$ cat config.mk
export PLATFORM = sky130hd
export DESIGN_NAME = bcd_down_timer
export DESIGN_NICKNAME = d
export VERILOG_FILES = /design/src/rtl/bcd_down_timer.sv
export SDC_FILE = /design/constraint.sdc
export NUM_CORES = 1
export LEC_CHECK = 0
export ABC_AREA = 1
export BUFFER_PORTS_ARGS = -buffer_cell sky130_fd_sc_hd__buf_2
export CAP_MARGIN = 20
export CORE_UTILIZATION = 45
export CTS_BUF_LIST = sky130_fd_sc_hd__clkbuf_16
export CTS_CLUSTER_SIZE = 25
export DETAILED_ROUTE_END_ITERATION = 10
export PLACE_DENSITY = 0.7
export SYNTH_ARGS = -nofsm -noshare
export SYNTH_HDL_FRONTEND = slang
export SYNTH_SLANG_ARGS = --single-unit
$ cat constraint.sdc
create_clock -name clk -period 2.7 [get_ports clk]
set_clock_uncertainty 0.15 [all_clocks]
set_input_delay 0.27 -clock clk [delete_from_list [all_inputs] [get_ports clk]]
set_output_delay 0.27 -clock clk [all_outputs]
set_load 0.01 [all_outputs]
$ cat src/rtl/bcd_down_timer.sv
// bcd_down_timer
// Multi-digit BCD countdown timer. A clamped BCD preset is loaded, then
// decremented once every TICK_DIV clock cycles while running, with BCD
// borrow across digits. The timer stops at zero and flags completion with a
// level (done) and a one-cycle pulse (done_pulse).
//
// Optional build macro: BCD_TIMER_AUTO_RELOAD_EN
//   When defined, a decrement that reaches zero reloads the last loaded
//   preset and keeps running (done_pulse fires each time, done stays low).
//   A zero preset still ends in DONE.
module bcd_down_timer #(
  parameter int DIGITS   = 2,
  parameter int TICK_DIV = 4
) (
  input  logic                  clk,
  input  logic                  rst,
  input  logic                  load,
  input  logic [4*DIGITS-1:0]   load_val,
  input  logic                  start,
  input  logic                  pause,
  output logic [4*DIGITS-1:0]   q,
  output logic                  running,
  output logic                  done,
  output logic                  done_pulse
);

  localparam int W  = 4 * DIGITS;
  localparam int PW = (TICK_DIV > 1) ? $clog2(TICK_DIV) : 1;

  localparam logic [PW-1:0] PRESC_ZERO = {PW{1'b0}};
  localparam logic [PW-1:0] PRESC_ONE  = PW'(1);
  localparam logic [PW-1:0] PRESC_MAX  = PW'(TICK_DIV - 1);
  localparam logic [W-1:0]  Q_ZERO     = {W{1'b0}};

  typedef enum logic [1:0] {
    S_IDLE   = 2'd0,
    S_RUN    = 2'd1,
    S_PAUSED = 2'd2,
    S_DONE   = 2'd3
  } state_t;

  // Clamp every BCD digit above 9 down to 9.
  function automatic logic [W-1:0] bcd_clamp(input logic [W-1:0] v);
    logic [W-1:0] r;
    r = v;
    for (int i = 0; i < DIGITS; i++) begin
      if (v[4*i +: 4] > 4'd9) begin
        r[4*i +: 4] = 4'd9;
      end else begin
        r[4*i +: 4] = v[4*i +: 4];
      end
    end
    return r;
  endfunction

  // Subtract one in BCD: zero digits become 9 and pass the borrow upward,
  // the first non-zero digit absorbs it.
  function automatic logic [W-1:0] bcd_dec(input logic [W-1:0] v);
    logic [W-1:0] r;
    logic         borrow;
    r      = v;
    borrow = 1'b1;
    for (int i = 0; i < DIGITS; i++) begin
      if (borrow) begin
        if (v[4*i +: 4] == 4'd0) begin
          r[4*i +: 4] = 4'd9;
        end else begin
          r[4*i +: 4] = v[4*i +: 4] - 4'd1;
          borrow      = 1'b0;
        end
      end else begin
        r[4*i +: 4] = v[4*i +: 4];
      end
    end
    return r;
  endfunction

  state_t          state_r, state_s;
  logic [W-1:0]    q_r, q_s;
  logic [PW-1:0]   presc_r, presc_s;
  logic            running_r, running_s;
  logic            done_r, done_s;
  logic            done_pulse_r, done_pulse_s;

  logic [W-1:0]    load_clamped_s;
  logic [W-1:0]    dec_val_s;
  logic            q_zero_s;
  logic            dec_zero_s;
  logic            tick_s;
  logic            start_ok_s;
  logic            reload_hit_s;
  logic [W-1:0]    reload_val_s;

  assign load_clamped_s = bcd_clamp(load_val);
  assign dec_val_s      = bcd_dec(q_r);
  assign q_zero_s       = (q_r == Q_ZERO);
  assign dec_zero_s     = (dec_val_s == Q_ZERO);
  // A decrement step happens only in RUN, at terminal count, when neither
  // load nor pause claims the cycle.
  assign tick_s         = (state_r == S_RUN) && (presc_r == PRESC_MAX) && !load && !pause;
  assign start_ok_s     = start && !load && ((state_r == S_IDLE) || (state_r == S_PAUSED));

`ifdef BCD_TIMER_AUTO_RELOAD_EN
  logic [W-1:0] reload_r;

  // Reload register: remembers the last clamped preset for auto reload.
  always_ff @(posedge clk or posedge rst) begin
    if (rst) begin
      reload_r <= Q_ZERO;
    end else if (load) begin
      reload_r <= load_clamped_s;
    end else begin
      reload_r <= reload_r;
    end
  end

  assign reload_hit_s = (reload_r != Q_ZERO);
  assign reload_val_s = reload_r;
`else
  assign reload_hit_s = 1'b0;
  assign reload_val_s = Q_ZERO;
`endif

  // State and registered-output update.
  always_ff @(posedge clk or posedge rst) begin
    if (rst) begin
      state_r      <= S_IDLE;
      q_r          <= Q_ZERO;
      presc_r      <= PRESC_ZERO;
      running_r    <= 1'b0;
      done_r       <= 1'b0;
      done_pulse_r <= 1'b0;
    end else begin
      state_r      <= state_s;
      q_r          <= q_s;
      presc_r      <= presc_s;
      running_r    <= running_s;
      done_r       <= done_s;
      done_pulse_r <= done_pulse_s;
    end
  end

  // Next-state decode with load > pause > start priority.
  always_comb begin
    state_s = state_r;
    if (load) begin
      state_s = S_IDLE;
    end else begin
      case (state_r)
        S_IDLE, S_PAUSED: begin
          if (start) begin
            state_s = q_zero_s ? S_DONE : S_RUN;
          end else begin
            state_s = state_r;
          end
        end
        S_RUN: begin
          if (pause) begin
            state_s = S_PAUSED;
          end else if (tick_s && dec_zero_s && !reload_hit_s) begin
            state_s = S_DONE;
          end else begin
            state_s = S_RUN;
          end
        end
        S_DONE: begin
          state_s = S_DONE;
        end
        default: begin
          state_s = S_IDLE;
        end
      endcase
    end
  end

  // Datapath and output decode: count value, prescaler and status flags.
  always_comb begin
    q_s          = q_r;
    presc_s      = presc_r;
    running_s    = (state_s == S_RUN);
    done_s       = (state_s == S_DONE);
    done_pulse_s = (start_ok_s && q_zero_s) || (tick_s && dec_zero_s);

    if (load) begin
      q_s = load_clamped_s;
    end else if (tick_s) begin
      if (dec_zero_s && reload_hit_s) begin
        q_s = reload_val_s;
      end else begin
        q_s = dec_val_s;
      end
    end else begin
      q_s = q_r;
    end

    if (load) begin
      presc_s = PRESC_ZERO;
    end else begin
      case (state_r)
        S_IDLE: begin
          if (start) begin
            presc_s = PRESC_ZERO;
          end else begin
            presc_s = presc_r;
          end
        end
        S_RUN: begin
          if (pause) begin
            presc_s = presc_r;
          end else if (presc_r == PRESC_MAX) begin
            presc_s = PRESC_ZERO;
          end else begin
            presc_s = presc_r + PRESC_ONE;
          end
        end
        S_PAUSED: begin
          presc_s = presc_r;
        end
        S_DONE: begin
          presc_s = presc_r;
        end
        default: begin
          presc_s = PRESC_ZERO;
        end
      endcase
    end
  end

  assign q          = q_r;
  assign running    = running_r;
  assign done       = done_r;
  assign done_pulse = done_pulse_r;

endmodule

### After elaboration in Yosys (flattened, before gate mapping)

Index checks and enable logic that the tools add are counted.

| storage, ports and cells | value |
|---|---|
| input port bits | 13 |
| word-level logic and storage cells | 59 |
| output and inout bits | 11 |
| bits in registers | 15 |

| operators by class | value |
|---|---|
| muxes and demuxes | 19 |
| reduce and logical (&&, ||, !) cells | 20 |
| order comparisons | 2 |
| eq/ne operators | 9 |
| add/sub/neg operators | 3 |

Operators with widths:

| operator | count |
|---|---|
| $mux 4 | 5 |
| $mux 2 | 9 |
| $logic_not 8->1 | 2 |
| $mux 8 | 2 |
| $eq 2x2->1 const B | 4 |
| $gt 4x4->1 const B | 2 |
| $logic_not 4->1 | 2 |
| $sub 4x1->4 const B | 2 |
| $logic_and 1x1->1 | 7 |
| $ne 3x3->1 const B | 2 |
| $pmux 2 s3 | 1 |
| $eq 2x1->1 const B | 2 |
| $pmux 2 s2 | 1 |
| $reduce_or 2->1 | 2 |
| $reduce_and 3->1 | 1 |
| $add 2x1->2 const B | 1 |
| $logic_not 1->1 | 2 |
| $logic_not 2->1 | 1 |
| $logic_or 1x1->1 | 2 |
| $ne 2x1->1 const B | 1 |
| $reduce_bool 2->1 | 1 |
| $mux 1 | 1 |

### Depth between registers and ports, before layout

| depth | value |
|---|---|
| word-level depth | 10 |
| gate-level depth with buffers | 12 |
| mapped depth without buffers | 12 |

### Worst setup path before layout

OpenSTA, ideal clock, no wires.

| timing path | value |
|---|---|
| path kind | register to register |
| from | reg q_r[1], in the netlist q[1] |
| to | reg running_r, in the netlist running |
| arrival | 1237 ps |
| buffers on the path | 0 |
| setup time | 115 ps |
| stages on the path, launching flop included | 13 |
| required time | 2435 ps |
| period minus slack after synthesis | 1502 ps |
| path slack | 1198 ps |
| cell sequence | dfrtp_1 nor2_4 nand2_2 nand2_1 nand2_1 inv_1 nand2_1 nor2_2 nand2_1 nand2_1 nand2_1 nand2_1 nor2_1 |

| between the ends | value |
|---|---|
| word-level cells in the longest chain between the ends | 10 |
| elaborated cells on any way between the ends | 15 |
| classes of those cells | add/sub: 1; eq/ne: 1; mux: 9; reduce/logical: 4 |

Ends and longest elaborated chain:

| element | RTL line | source |
|---|---|---|
| start: declaration | 79 | `logic [W-1:0] q_r, q_s;` |
| start signal: assignment | 135 | `q_r <= q_s;` |
| branches (longest 7 deep; another with $sub 4x1->4) | -- |  |
| $pmux 2 s3 (*) | 149 | `case (state_r)` |
| $mux 2 (*) | 146 | `if (load) begin` |
| $eq 2x1->1 (*) | 180 | `running_s = (state_s == S_RUN);` |
| net running_s | 81 | `logic running_r, running_s;` |
| end signal: assignment | 137 | `running_r <= running_s;` |
| end: declaration | 81 |  |

Mark *: on every way through the listed nets, which the timed path passes.
A chain may end at the register's enable or synchronous reset.

### Worst setup path in the final report

Ends and elaborated chain as after synthesis.

==> flow_metrics.py <==
metrics = {
    "run_status": {
        "status": "completed",
    },
    "synth": {
        "leading_cell_types_by_count_after_synthesis": "nand2_1, inv_1, nor2_1",
        "post_synthesis_cells": 122,
        "netlist.top_cell.by_area": "dfrtp_1",
        "mappedNetlistNets": 136,
        "synth_top_area_share_pct": 40.49,
        "synth_area_leaders": "dfrtp_1, nand2_1, inv_1",
        "yosys_most_used_dff": "dfrtp_1",
        "synth-seq-area-share_pct": 40.49,
        "synth_area_um2": 927.1,
        "unique_masters_post_synth": 25,
        "synth_seq_cells": 15,
        "yosysWarningCount": 0,
        "synth_enable_flop_cells": 0,
        "postSynth.asyncResetShare_pct": 100.0,
        "average_instance_area_after_synthesis_um2": 7.600,
        "synthMostInstantiatedCell": "nand2_1",
    },
    "clock_tree": {
        "postCtsResizedCells": 0,
        "clock_tree.buffer_depth": 2,
        "count_of_clock_tree_sinks": 15,
        "htree_num_levels": 1,
        "clock_tree_from_tritoncts": "done",
        "clkSlewWorstSetupHoldPaths_ns": 0.05,
        "cts_root_buffer": "clkbuf_16",
        "tritoncts.num_buffers": 3,
        "clock_latency_ns": 0.24,
    },
    "final_layout": {
        "multi_input_logic_area_um2": 476.7,
        "diodes": 0,
        "final_layout_size_suffix_gt1_share_pct": 28.19,
        "instances_no_fill": 176,
        "final_area_mm2": 0.001155,
        "count_of_fill_cells_added_during_filler_insertion": 200,
        "area.sequential_um2": 375.4,
        "nets": 164,
        "area.growth.synth_to_final_pct": 24.56,
    },
    "detailed_routing": {
        "drt-total-wl_um": 2023,
        "viasPerCell": 4.989,
        "drt_first_iter_violations": 24,
        "routed_wire_length_per_instance_um": 11.49,
        "drt_pass1_iterations": 4,
        "detailroute.via_count": 878,
        "number_of_design_rule_violations_left_after_detail_routing": 0,
        "antenna_left": 0,
    },
    "sta": {
        "finalSetupTns_ns": 0,
        "timing.slew.headroom_pct": 61.51,
        "fin_crit_ns": 1.656,
        "finalMaxSlewViolations": 0,
        "hold_slack_ns": 0.1246,
        "timing_hold_violations_final": 0,
        "rsz0062_at_grt": "false",
        "fin_crit_sh_pct": 61.34,
        "maxClockFrequency_mhz": 603.8,
        "fin_ws_ns": 1.044,
        "setup_viol": 0,
        "worst_pin_slew_ns": 0.5766,
    },
    "global_routing": {
        "grt_overflow_total": 0,
        "grt_max_degree": 16,
        "number_of_global_route_vias_before_repair": 797,
        "grt_antenna_before_repair": 0,
        "grt_use_total_pct": 21.65,
        "grt_first_pass_wirelength_um": 3332,
    },
    "place": {
        "dpl-instance-area_mm2": 0.001065,
        "place.gp.congestion": 0.8743,
        "place_ws_ns": 1.054,
        "buffer_ports.inserted": 23,
        "dp.final_hpwl_um": 1557,
        "place.detailed.instances": 171,
    },
    "critical_path": {
        "cp.required_ns": 2.69,
        "setup.worst_path.end_class": "register",
        "timing.critical_path.from_type": "register",
        "crit_path_max_fanout": 6,
        "worstPathArrival_ns": 1.64,
        "criticalPathCategory": "register to register",
    },
    "floorplan": {
        "floorplan.io_pins": 24,
        "core_region_area_mm2": 0.001942,
        "dieHeight_um": 47.39,
        "die-area_mm2": 0.002246,
        "die_x_um": 47.39,
        "initial_utilization_pct": 47.74,
        "rows": 16,
    },
    "min_path": {
        "min-delay-path-class": "input port to register",
    },
    "pwr": {
        "netSwitchingFraction_pct": 29.53,
        "power_leakage_nw": 0.6007,
        "power_frac_comb_pct": 22.2,
        "net_load_switching_power_mw": 0.2126,
        "clock_network_fraction_of_design_power_pct": 39.7,
        "internal_power_mw": 0.5073,
        "areal_power_density_over_the_cells_mw_per_mm2": 623.4,
        "seqPwrFrac_pct": 38.1,
        "power.ir.vdd_worst_mv": 0.3977,
    },
    "job": {
        "cap_viol_max_count": 0,
    },
}
==> power groups by stage <==
stage                     registers [mW]  clock network [mW]  logic (mW)
final                              0.274               0.286       0.160
after global routing               0.277               0.298       0.183
after CTS                          0.274               0.291       0.161
after detailed placement           0.278                   0       0.158
after global placement             0.276                   0       0.157
after floorplan                    0.283                   0       0.101
==> per-layer routing <==
metal  vias to the layer above  GRT usage, %  part of all wire, %  routed length (um)
met5                         -             0                    0                   0
met4                         0         8.571                 0.64                  13
met3                         2         3.462                  3.4                  68
met2                        12         35.07                   49                 988
met1                       412         28.74                   47                 952
li1                        452             -                    -                   -
==> sequential cells by signal, summed over array words and instances, names as in the netlist <==
signal,flops
done,1
done_pulse,1
presc_r,2
q,8
running,1
state_r,2
==> placed cells by master, fill, tap and decap left out <==
cell            n
nand2_1        28
buf_2          23
nor2_1         16
inv_1          16
dfrtp_1        15
o21ai_0        10
nand3_1         5
nand2_2         4
nor2_2          4
a21oi_1         4
nor2_4          3
clkbuf_16       3
o22ai_1         2
o21a_1          2
inv_2           1
nand3b_2        1
nand3_4         1
a31o_2          1
a21boi_0        1
nor3_1          1
o31ai_1         1
a22o_1          1
a211oi_1        1
a32o_1          1
o221ai_1        1
ha_1            1
clkinv_2        1
dlygate4sd3_1   1
==> per-stage QoR <==
step	total power [mW]	util (%)
after floorplan	0.3839	-
after global placement	0.4332	54.83
after detailed placement	0.4361	54.83
after CTS	0.7258	59.47
after global routing	0.7580	59.47
final	0.7200	59.47
==> timing repair <==
item,4_1_cts,5_1_grt
endpoints found under the hold margin,15,0
hold buffers,1,0
setup buffers,0,0
==> critical path, cell delays in order, from the launching register on <==
cell and delay [ns]:
dfrtp_1 0.42, nor2_4 0.18, nand2_2 0.13, nand2_1 0.08, nand2_1 0.05, inv_1 0.07
nand2_1 0.07, nor2_2 0.09, nand2_1 0.06, nand2_1 0.05, nand2_1 0.08, nand2_1 0.07
nor2_1 0.04
==> cell families (layout without fill, tap and decap cells) <==
kind of cell               Yosys count  in the layout  synth area share [%]
AOI/OAI and AO/OA                   25             25                 16.87
adders and majority gates            1              1                 1.349
and+or+nand+nor                     63             63                 33.20
buffers and inverters               18             45                 8.097
DFF                                 15             15                 40.49
==> area by class of cell <==
type                            instances  share of cell area [%]
Timing Repair Buffer                   24                   10.83
Clock inverter                          1                  0.4334
Sequential cell                        15                   32.50
Multi-Input combinational cell         89                   41.28
Clock buffer                            3                   6.501
Tap cell                               27                   2.925
Inverter                               17                   5.525
==> path summary, 6_finish.rpt <==
check,slack (ns),depth (start not counted),endpoint,from
max in group asynchronous,1.54,3,q[4],rst
min reg2reg,0.40,2,presc_r[1],presc_r[1]
min in group asynchronous,0.48,3,presc_r[0],rst
max reg2reg,1.04,12,running,q[1]
max,1.04,12,running,q[1]
min,0.12,3,q[5],load_val[5]
Note: power is estimated with default switching activity, not from simulation.
